File: src/rtl/piso_shift_tx.sv
`default_nettype none
// ============================================================================
// Module      : piso_shift_tx
// Description : Parallel-in / serial-out transmitter. Takes a DATA_W-bit word
//               over a valid/ready handshake and sends it one bit per clk on
//               ser_out, with frame_start / frame_end strobes. Back-to-back
//               words stream with no idle cycle between frames.
// Config      : `define PISO_PARITY_EN appends one even-parity bit (XOR of the
//               data bits) after the data; frame_end then marks the parity bit.
// Parameters  : DATA_W    - word width, 2..32
//               MSB_FIRST - 1: bit DATA_W-1 first, 0: bit 0 first
// Ports       : clk, rst_n (async, active-low)
//               in_valid, in_data[DATA_W-1:0], in_ready (combinational)
//               ser_out, ser_valid, frame_start, frame_end, busy (registered)
// Revision    : 1.0 - initial release
// ============================================================================
module piso_shift_tx #(
  parameter int DATA_W    = 4,
  parameter bit MSB_FIRST = 1'b1
) (
  input  logic              clk,
  input  logic              rst_n,
  input  logic              in_valid,
  input  logic [DATA_W-1:0] in_data,
  output logic              in_ready,
  output logic              ser_out,
  output logic              ser_valid,
  output logic              frame_start,
  output logic              frame_end,
  output logic              busy
);

`ifdef PISO_PARITY_EN
  localparam int FRAME_LEN = DATA_W + 1;
`else
  localparam int FRAME_LEN = DATA_W;
`endif
  localparam int CNT_W = $clog2(DATA_W + 1);
  localparam logic [CNT_W-1:0] CNT_LOAD = CNT_W'(FRAME_LEN - 1);

  typedef enum logic [0:0] {
    IDLE  = 1'b0,
    SHIFT = 1'b1
  } state_t;

  state_t               r_state, w_state_d;
  logic [CNT_W-1:0]     r_cnt, w_cnt_d;
  logic [FRAME_LEN-1:0] r_sreg, w_sreg_d;
  logic                 w_ser_out_d, w_ser_valid_d, w_frame_start_d, w_frame_end_d;

  logic [DATA_W-1:0]    w_ordered;
  logic [FRAME_LEN-1:0] w_frame;
  logic                 w_last;
  logic                 w_xfer;

  // Put the word in transmit order so the shifter always sends its MSB first.
  if (MSB_FIRST) begin : g_msb_first
    assign w_ordered = in_data;
  end else begin : g_lsb_first
    for (genvar i = 0; i < DATA_W; i++) begin : g_rev
      assign w_ordered[i] = in_data[DATA_W-1-i];
    end
  end

`ifdef PISO_PARITY_EN
  assign w_frame = {w_ordered, ^in_data};
`else
  assign w_frame = w_ordered;
`endif

  // Last bit of the current frame is on the wire this cycle.
  assign w_last = (r_state == SHIFT) && (r_cnt == '0);
  assign w_xfer = in_valid && in_ready;

  always_comb begin
    w_state_d       = r_state;
    w_cnt_d         = r_cnt;
    w_sreg_d        = r_sreg;
    w_ser_out_d     = 1'b0;
    w_ser_valid_d   = 1'b0;
    w_frame_start_d = 1'b0;
    w_frame_end_d   = 1'b0;
    in_ready        = rst_n && ((r_state == IDLE) || w_last);

    if (in_valid && in_ready) begin
      // Load: first bit goes straight to the output register, the rest
      // stays in the shifter aligned to its top bit.
      w_state_d       = SHIFT;
      w_ser_out_d     = w_frame[FRAME_LEN-1];
      w_sreg_d        = {w_frame[FRAME_LEN-2:0], 1'b0};
      w_cnt_d         = CNT_LOAD;
      w_ser_valid_d   = 1'b1;
      w_frame_start_d = 1'b1;
    end else if ((r_state == SHIFT) && (r_cnt != '0)) begin
      w_ser_out_d     = r_sreg[FRAME_LEN-1];
      w_sreg_d        = {r_sreg[FRAME_LEN-2:0], 1'b0};
      w_cnt_d         = r_cnt - 1'b1;
      w_ser_valid_d   = 1'b1;
      // Counter tracks the bit on the wire, so end is flagged as it hits 0.
      w_frame_end_d   = (r_cnt == CNT_W'(1));
    end else begin
      w_state_d = IDLE;
    end
  end

  always_ff @(posedge clk or negedge rst_n) begin
    if (!rst_n) begin
      r_state     <= IDLE;
      r_cnt       <= '0;
      r_sreg      <= '0;
      ser_out     <= 1'b0;
      ser_valid   <= 1'b0;
      frame_start <= 1'b0;
      frame_end   <= 1'b0;
    end else begin
      r_state     <= w_state_d;
      r_cnt       <= w_cnt_d;
      r_sreg      <= w_sreg_d;
      ser_out     <= w_ser_out_d;
      ser_valid   <= w_ser_valid_d;
      frame_start <= w_frame_start_d;
      frame_end   <= w_frame_end_d;
    end
  end

  assign busy = ser_valid;

endmodule
`default_nettype wire

File: config.mk
export PLATFORM = sky130hd
export DESIGN_NAME = piso_shift_tx
export DESIGN_NICKNAME = d
export VERILOG_FILES = /design/src/rtl/piso_shift_tx.sv
export SDC_FILE = /design/constraint.sdc
export NUM_CORES = 1
export LEC_CHECK = 0
export ABC_AREA = 1
export CAP_MARGIN = 0
export CELL_PAD_IN_SITES_DETAIL_PLACEMENT = 1
export CELL_PAD_IN_SITES_GLOBAL_PLACEMENT = 2
export CORE_MARGIN = 1.5
export CORE_UTILIZATION = 25
export CTS_BUF_LIST = sky130_fd_sc_hd__clkbuf_16
export DETAILED_ROUTE_END_ITERATION = 8
export MAX_ROUTING_LAYER = met4
export PLACE_DENSITY = 0.71
export RECOVER_POWER = 50
export SLEW_MARGIN = 15
export SYNTH_ARGS = -nofsm -noshare
export SYNTH_HDL_FRONTEND = slang
export SYNTH_SLANG_ARGS = --single-unit
File: constraint.sdc
create_clock -name clk -period 1.2 [get_ports clk]
set_input_delay 0.3 -clock clk [delete_from_list [all_inputs] [get_ports clk]]
set_output_delay 0.3 -clock clk [all_outputs]
set_load 0.02 [all_outputs]
Word level (Yosys, flattened, before mapping)
Index checks and enable logic that the tools add are counted.
{"block": "totals", "register_bits": 12, "input_bits": 7, "output_inout_bits": 6, "word_cells": 32}
{"block": "op_classes", "addsub": 1, "eq_ne": 2, "mux": 13, "n_bitwise": 1, "n_reduce_logical": 8}
{"cell": "two-way mux 1 bit", "count": 9}
{"cell": "two-way mux 4 bit", "count": 2}
{"cell": "two-way mux 3 bit", "count": 2}
{"cell": "logical AND 1 bit", "count": 4}
{"cell": "equality test 3 x 1 -> 1 bit, second input constant", "count": 1}
{"cell": "zero test 3 bit", "count": 1}
{"cell": "nonzero test 3 bit", "count": 1}
{"cell": "subtractor 3 x 1 -> 3 bit, second input constant", "count": 1}
{"cell": "inequality test 2 bit, second input constant", "count": 1}
{"cell": "nonzero test 2 bit", "count": 1}
{"cell": "logical OR 1 bit", "count": 1}
{"cell": "inverter 1 bit", "count": 1}

Longest topological paths before layout
Gate-level depths: netlist of run 1.
{"block": "logic_depth", "ltp_word": 6, "ltp_mapped": 8, "ltp_nobuf": 8}

Worst setup path before layout of run 1
OpenSTA, ideal clock, no wires.
{"block": "synth_timing", "path_kind": "reg-to-output", "start": "reg r_cnt[0]", "end": "out in_ready", "t_arrival_ps": 1111, "t_required_ps": 900, "path_slack_ps": -211, "path_stages_with_launch": 7, "cell_sequence": "dfrtp_1 inv_1 ha_1 nand2_2 nand2_4 inv_2 nor2_1"}
{"block": "synth_via", "elab_chain_cells": 4}
{"element": "start, declared", "line": "47", "text": "logic [CNT_W-1:0] r_cnt, w_cnt_d;"}
{"element": "start signal, assigned", "line": "117", "text": "r_cnt <= w_cnt_d;"}
{"element": "zero test 3 bit", "line": "72", "text": "assign w_last = (r_state == SHIFT) && (r_cnt == '0);"}
{"element": "logical AND 1 bit", "line": "72"}
{"element": "logical OR 1 bit", "line": "83", "text": "in_ready = rst_n && ((r_state == IDLE) || w_last);"}
{"element": "logical AND 1 bit", "line": "83"}
{"element": "end, declared", "line": "25", "text": "output logic in_ready,"}
Every way passes these cells.

Worst setup path in the final report of run 1
Ends and elaborated chain as after synthesis.

==> metrics.cfg, run 1 <==
[sta]
fin_ws_ns=-0.2817
min_period_ns=1.482
setup_viol=9
finalHoldViolCount=0
max-slew-margin-rel_pct=86.63
tightestPinTransition_ns=0.1999
skew_ns=0.002029
fin_tns_setup_ns=-0.7369
slew_viol_final=0
max_freq_mhz=674.9
rsz0062_at_grt=yes
fin_crit_sh_pct=123.5

[critical_path]
cp.required_ns=0.90
crit_path_max_incr_delay_ns=0.39
worstPathCellList=inv_2 > ha_4 > nand2_4 > nand2_4 > inv_4 > nor2_4 > buf_6
critPathLaunchType=flop
crit_path_frequent_cell=nand2_4
end_kind=output pin
cp_slowest_cell=dfrtp_1
cp_max_fo=2
r2r_cells=8
arrival_ns=1.18
crit_type=flop to output pin

[placement]
port_buffers=12
place_ws_ns=-0.6285
gp_congestion=0.7355
dp_hpwl_um=845.5
place_area_um2=762.0

[final_layout]
final_cell_area_um2=874.6
drive_above_1_share_pct=39.02
diodes=0
area_growth_pct=65.25
finish.net_count=93

[run]
drv_cap=0

[grt]
grt_start_max_net_pins=16
antenna_found_initial=0
grt_pass1_wl_um=2152
overflow=0
gr-usage-all-layers_pct=12.41
grt_pass1_vias=468

[detailed_routing]
wl_per_cell_um=10.92
drtIter0Drc=1
detail-route-antenna-nets=0
post-route-drc-count=0
routed_wl_um=1190
dr_total_vias=466
dr.pass1.iters=4
avgViaCountPerCell=4.275

[cts]
htreeDepth=1
cts_root_buf=clkbuf_16
clock_path_buffers=2
tritoncts.num_buffers=3
clock_latency_ns=0.24
clkSinkCount=11
cts_tree=yes
clk_pin_slew_ns=0.04
hold_buffers=0

[logic_synthesis]
ys.warnings.count=0
synth_fp_nets=64
yosysTopAreaCell=dfrtp_1
synthCells=54
ys_ff_latch=11
yosysTopAreaCellShare_pct=52.01
ys_seq_area_share_pct=52.01
synth.most_common_cell=nand2_1
synth_edf_count=0
syn_area_um2=529.3
synth_cell_types=16
syn_area_per_cell_um2=9.801
yosys-top-cells-area=dfrtp_1, nand2_1, ha_1
synthTopCellsByCount=nand2_1, dfrtp_1, nand3_1
synthArstFlopShare_pct=100.0
synth_top_flop_cell=dfrtp_1

[status]
violations=negative setup slack
status=complete, but fails checks

[die]
die_y_um=49.01
ios=13
placementRows=16
die_x_um=49.01
coreArea_um2=1982
dieArea_um2=2402
start_util_pct=26.70

[pwr]
power_mw=2.403
leakagePower_nw=0.4450
ir_drop_uv=1134
p_per_area_nw_per_um2=2748

[hold_path]
min_path_type=input port to asynchronous set/reset pin

==> repair_timing <==
| action | 4_1_cts | 5_1_grt |
|---|---|---|
| endpoints found under the setup margin | 16 | 13 |
| pin swaps | 2 | 0 |
| buffers inserted | 2 | 2 |
| resized for setup | 17 | 3 |
| gates cloned | 0 | 0 |
==> where the power goes <==
group	internal, mW	switching, mW
combinational	0.582	0.606
sequential	0.527	0.0875
clock	0.437	0.162
==> worst paths after layout <==
check / startpoint / to / slack (ns)
worst min-delay path: rst_n / r_cnt[1]$_DFFE_PN0P_ / 0.42
min in group clk: r_sreg[3]$_DFFE_PN0P_ / ser_out$_DFF_PN0_ / 0.50
max in group asynchronous: rst_n / busy$_DFF_PN0_ / 0.60
worst max-delay path: r_cnt[0]$_DFFE_PN0P_ / in_ready / -0.28
worst max register to register: r_cnt[0]$_DFFE_PN0P_ / r_sreg[1]$_DFFE_PN0P_ / -0.12
worst min register to register: r_sreg[3]$_DFFE_PN0P_ / ser_out$_DFF_PN0_ / 0.50
==> placed cells by master (no fill, tap or decap) <==
master,n
buf_4,14
nand2_1,13
dfrtp_1,11
clkdlybuf4s50_1,6
nand3_1,5
inv_2,4
inv_1,3
nand4_1,3
clkbuf_16,3
nand2_4,2
nor2_1,2
o211ai_1,2
ha_1,2
clkdlybuf4s15_1,2
clkdlybuf4s15_2,2
inv_4,1
nor2_4,1
nand3_4,1
a21oi_1,1
o211ai_2,1
ha_4,1
buf_6,1
clkbuf_2,1
==> per-stage QoR <==
stage                     hold slack (ns)  instances  util, %
after floorplan                  0.004409         54        -
after global placement             0.4767        101    38.45
after detailed placement           0.4852        101    38.45
after CTS                          0.4261        107    43.50
after global routing               0.4482        109    44.13
final                              0.4178        109    44.13
==> flip-flops by register name, summed over array words and instances, names as in the netlist <==
| name | count |
|---|---|
| r_state | 1 |
| r_cnt | 3 |
| r_sreg | 3 |
| frame_start | 1 |
| frame_end | 1 |
| busy | 1 |
| ser_out | 1 |
==> final cells by class <==
cell class                      instances  area (um^2)
Clock buffer                            3        75.07
Tap cell                               27        33.78
Clock inverter                          1        3.754
Multi-Input combinational cell         34        234.0
Sequential cell                        11        275.3
Inverter                                7        28.78
Fill cell                             230         1107
Timing Repair Buffer                   26        224.0
==> routing by layer <==
layer  wire length [um]  global-route usage [%]  share of wire, %  vias to the layer above
li1                   -                       -                 -                      230
met3                 44                   2.761               3.7                        4
met2                552                   18.72                46                       12
met5                  0                       -                 0                        -
met4                 24                   7.143               2.0                        0
met1                569                   15.28                48                      220
==> logic make-up after synthesis <==
kind of cell | after synthesis | share of synthesized area, %
AND/OR/NAND/NOR | 27 | 26.24
adder cells (fa/ha/maj) | 3 | 7.093
flip-flops | 11 | 52.01
AO/OA/AOI/OAI | 4 | 6.144
buffers and inverters | 9 | 8.510
==> worst max-delay path, delay by kind of cell, from the launching register on <==
family / cells / cell delay, ns
flops: 1 / 0.39
buf+inv: 3 / 0.23
simple gates: 3 / 0.18
fa+ha+maj: 1 / 0.14
Note: power is estimated with default switching activity, not from simulation.
==> inputs of run 2 (changes only) <==
- SLEW_MARGIN: 15 -> 10
==> results of run 2 <==
Same layout as run 1: the final DEF is identical, and so are final timing and power.
==> inputs of run 3 (changes only) <==
- CTS_CLUSTER_DIAMETER: unset -> 120
==> results of run 3 <==
Same layout as run 1: the final DEF is identical, and so are final timing and power.
==> patch, RTL diff (config.mk and constraints of run 2) <==
Reset style: synchronous (`rst_n`), changed in one clocked block. Comments in the files are not updated.
--- a/src/rtl/piso_shift_tx.sv
+++ b/src/rtl/piso_shift_tx.sv
@@ -104,5 +104,5 @@
   end
 
-  always_ff @(posedge clk or negedge rst_n) begin
+  always_ff @(posedge clk) begin
     if (!rst_n) begin
       r_state     <= IDLE;
Check against the original RTL: differs if rst_n is asserted again (counterexample within 4 cycles, from zero or initial values and one cycle with rst_n low); with rst_n held inactive, the same outputs for 10 cycles.
==> patch against run 2 <==
  * The run still ends with setup timing left
  * Count of clock-buffer cells in the layout is the same
  * Core utilization grew 3.4 points
  * Cell area grew 6.6%
  * Routed wire length grew 19%
  * Area after synthesis shrank 0.71%
  * Sequential share of layout area shrank 7.6 points
  * Sequential cell count is the same
  * Worst setup slack gained 0.084 ns
  * Highest routed layer unchanged
Power is not compared: it rests on default switching activity, and its combinational part moved more than twofold at a synthesized area within 25%.
==> patch: results (changes against run 2) <==
Cells and area
  • Fraction of area in multi-input gates: 33.0% (+6.3 points)
  • Share of layout cells above drive strength 1: 47.3% (+8.2 points)
  • # fillers: 246 (+7.0%)
  • Multi-input gates: 38 (+12%)
  • Bufs w/o clock: 30 (+15%)
  • Nonclk inv count: 8 (+1)
  • Sequential cell area share: 23.9% (-7.6 points)
  • Nets@finish: 102 (+9.7%)
  • Signal buf overhead: 27.8% (+2.2 points)
  • Clock Network Area Fraction: 8.46% (-0.56 points)

Clock tree
  • Cts repair resizes: 16 (-1)
  • CTS root buf: clkbuf_16
  • Setup bufs post-CTS: 0 (-2)

Critical path
  • Critical Path AT: 1.10 ns (-0.08 ns)
  • Worst R2R Setup Slack: -0.06 ns (+0.06 ns)
  • Critical Path Sink: in_ready
  • CP max-delay cell: dfxtp_2
  • Worst stage delay on the critical path: 0.33 ns (-0.06 ns)
  • Start point of the critical path: r_cnt[0]
  • Worst R2R End: r_state

Timing
  • Final Worst Setup Slack: -0.198 ns (+0.0841 ns)
  • Slew HR: 85.8% (-0.83 points)
  • Hold slack: 0.483 ns (+0.0655 ns)
  • Post-route setup TNS: -0.450 ns (+0.287 ns)
  • Max Clock Skew: 0.00102 ns (-0.00101 ns)
  • Final-report setup violation count: 9 (unchanged)

Yosys
  • Most used DFF post-synth: dfxtp_1
  • Mapped Nets: 70 (+9.4%)
  • Most frequent cells after synthesis: dfxtp_1 (11), nand2_1 (11), inv_1 (6), a21oi_1 (5), nand3_1 (5)
  • Area contributors post-synth: dfxtp_1 (42%), nand2_1 (7.9%), ha_1 (7.1%)
  • Seq/Total Area, Yosys: 41.9% (-10 points)
  • Async set or reset register ratio after synthesis: 0% (-100 points)
  • Cell variety after synth: 20 (+4)

Detailed routing
  • Initial DRC Count: 0 (-1)
  • Total Wirelength: 1.41 mm (+19%)
  • DRT Pass-1 Iters: 1 (-3)
  • DR vias/cell: 4.33 (+1.3%)

Global route
  • First-pass GRT wire length: 2.38 mm (+11%)
  • Vias in the first global route: 538 (+15%)
  • Largest net degree at the start of global routing: 12 (-4)
  • Met2 Resource Use GR: 24.2% (+5.5 points)
  • GR met1 Demand/Resource: 14.5% (-0.83 points)
  • GRT Overall Usage: 13.7% (+1.3 points)

Placement
  • Final weighted congestion in routability-driven placement: 0.689 (-6.4%)
  • Hpwl dp: 964 um (+14%)
  • Place WS: -0.638 ns (-0.00913 ns)

Outcome
  • Failing checks: setup timing
  • Status: finished, violations left

Hold path
  • Type of the worst min-delay path: flip-flop to flip-flop
patch: cell count changes after synthesis, sizes merged:
cell,before,now
a21oi,1,5
inv,7,8
a31oi,0,1
buf,2,3
a21boi,0,1
nor2,3,2
dfxtp,0,11
dfrtp,11,0
o21ai,0,1
nand2,15,13
patch: kinds of logic after synthesis:
group,after synthesis,synth area share (%)
and+or+nand+nor,24,24.0
buffers and inverters,11,12.1
DFF,11,41.9
AOI/OAI and AO/OA,11,14.8
adders and majority gates,3,7.14
patch: metal layers:
metal  vias to the layer above  wire length [um]  part of all wire, %
li1                        261                 -                    -
met4                         0                26                  1.8
met1                       240               582                   41
met5                         -                 0                    0
met2                         6               773                   55
met3                         4                28                  2.0
patch: metrics by stage:
stage               power, mW  util, %  area [sq um]  std cells
finish                   1.33     47.5           932        118
global route             1.40     47.5           932        118
CTS                      1.28     42.8           840        113
detailed placement      0.659     38.1           748        109
global placement        0.651     38.1           748        109
floorplan               0.549        -           531         60
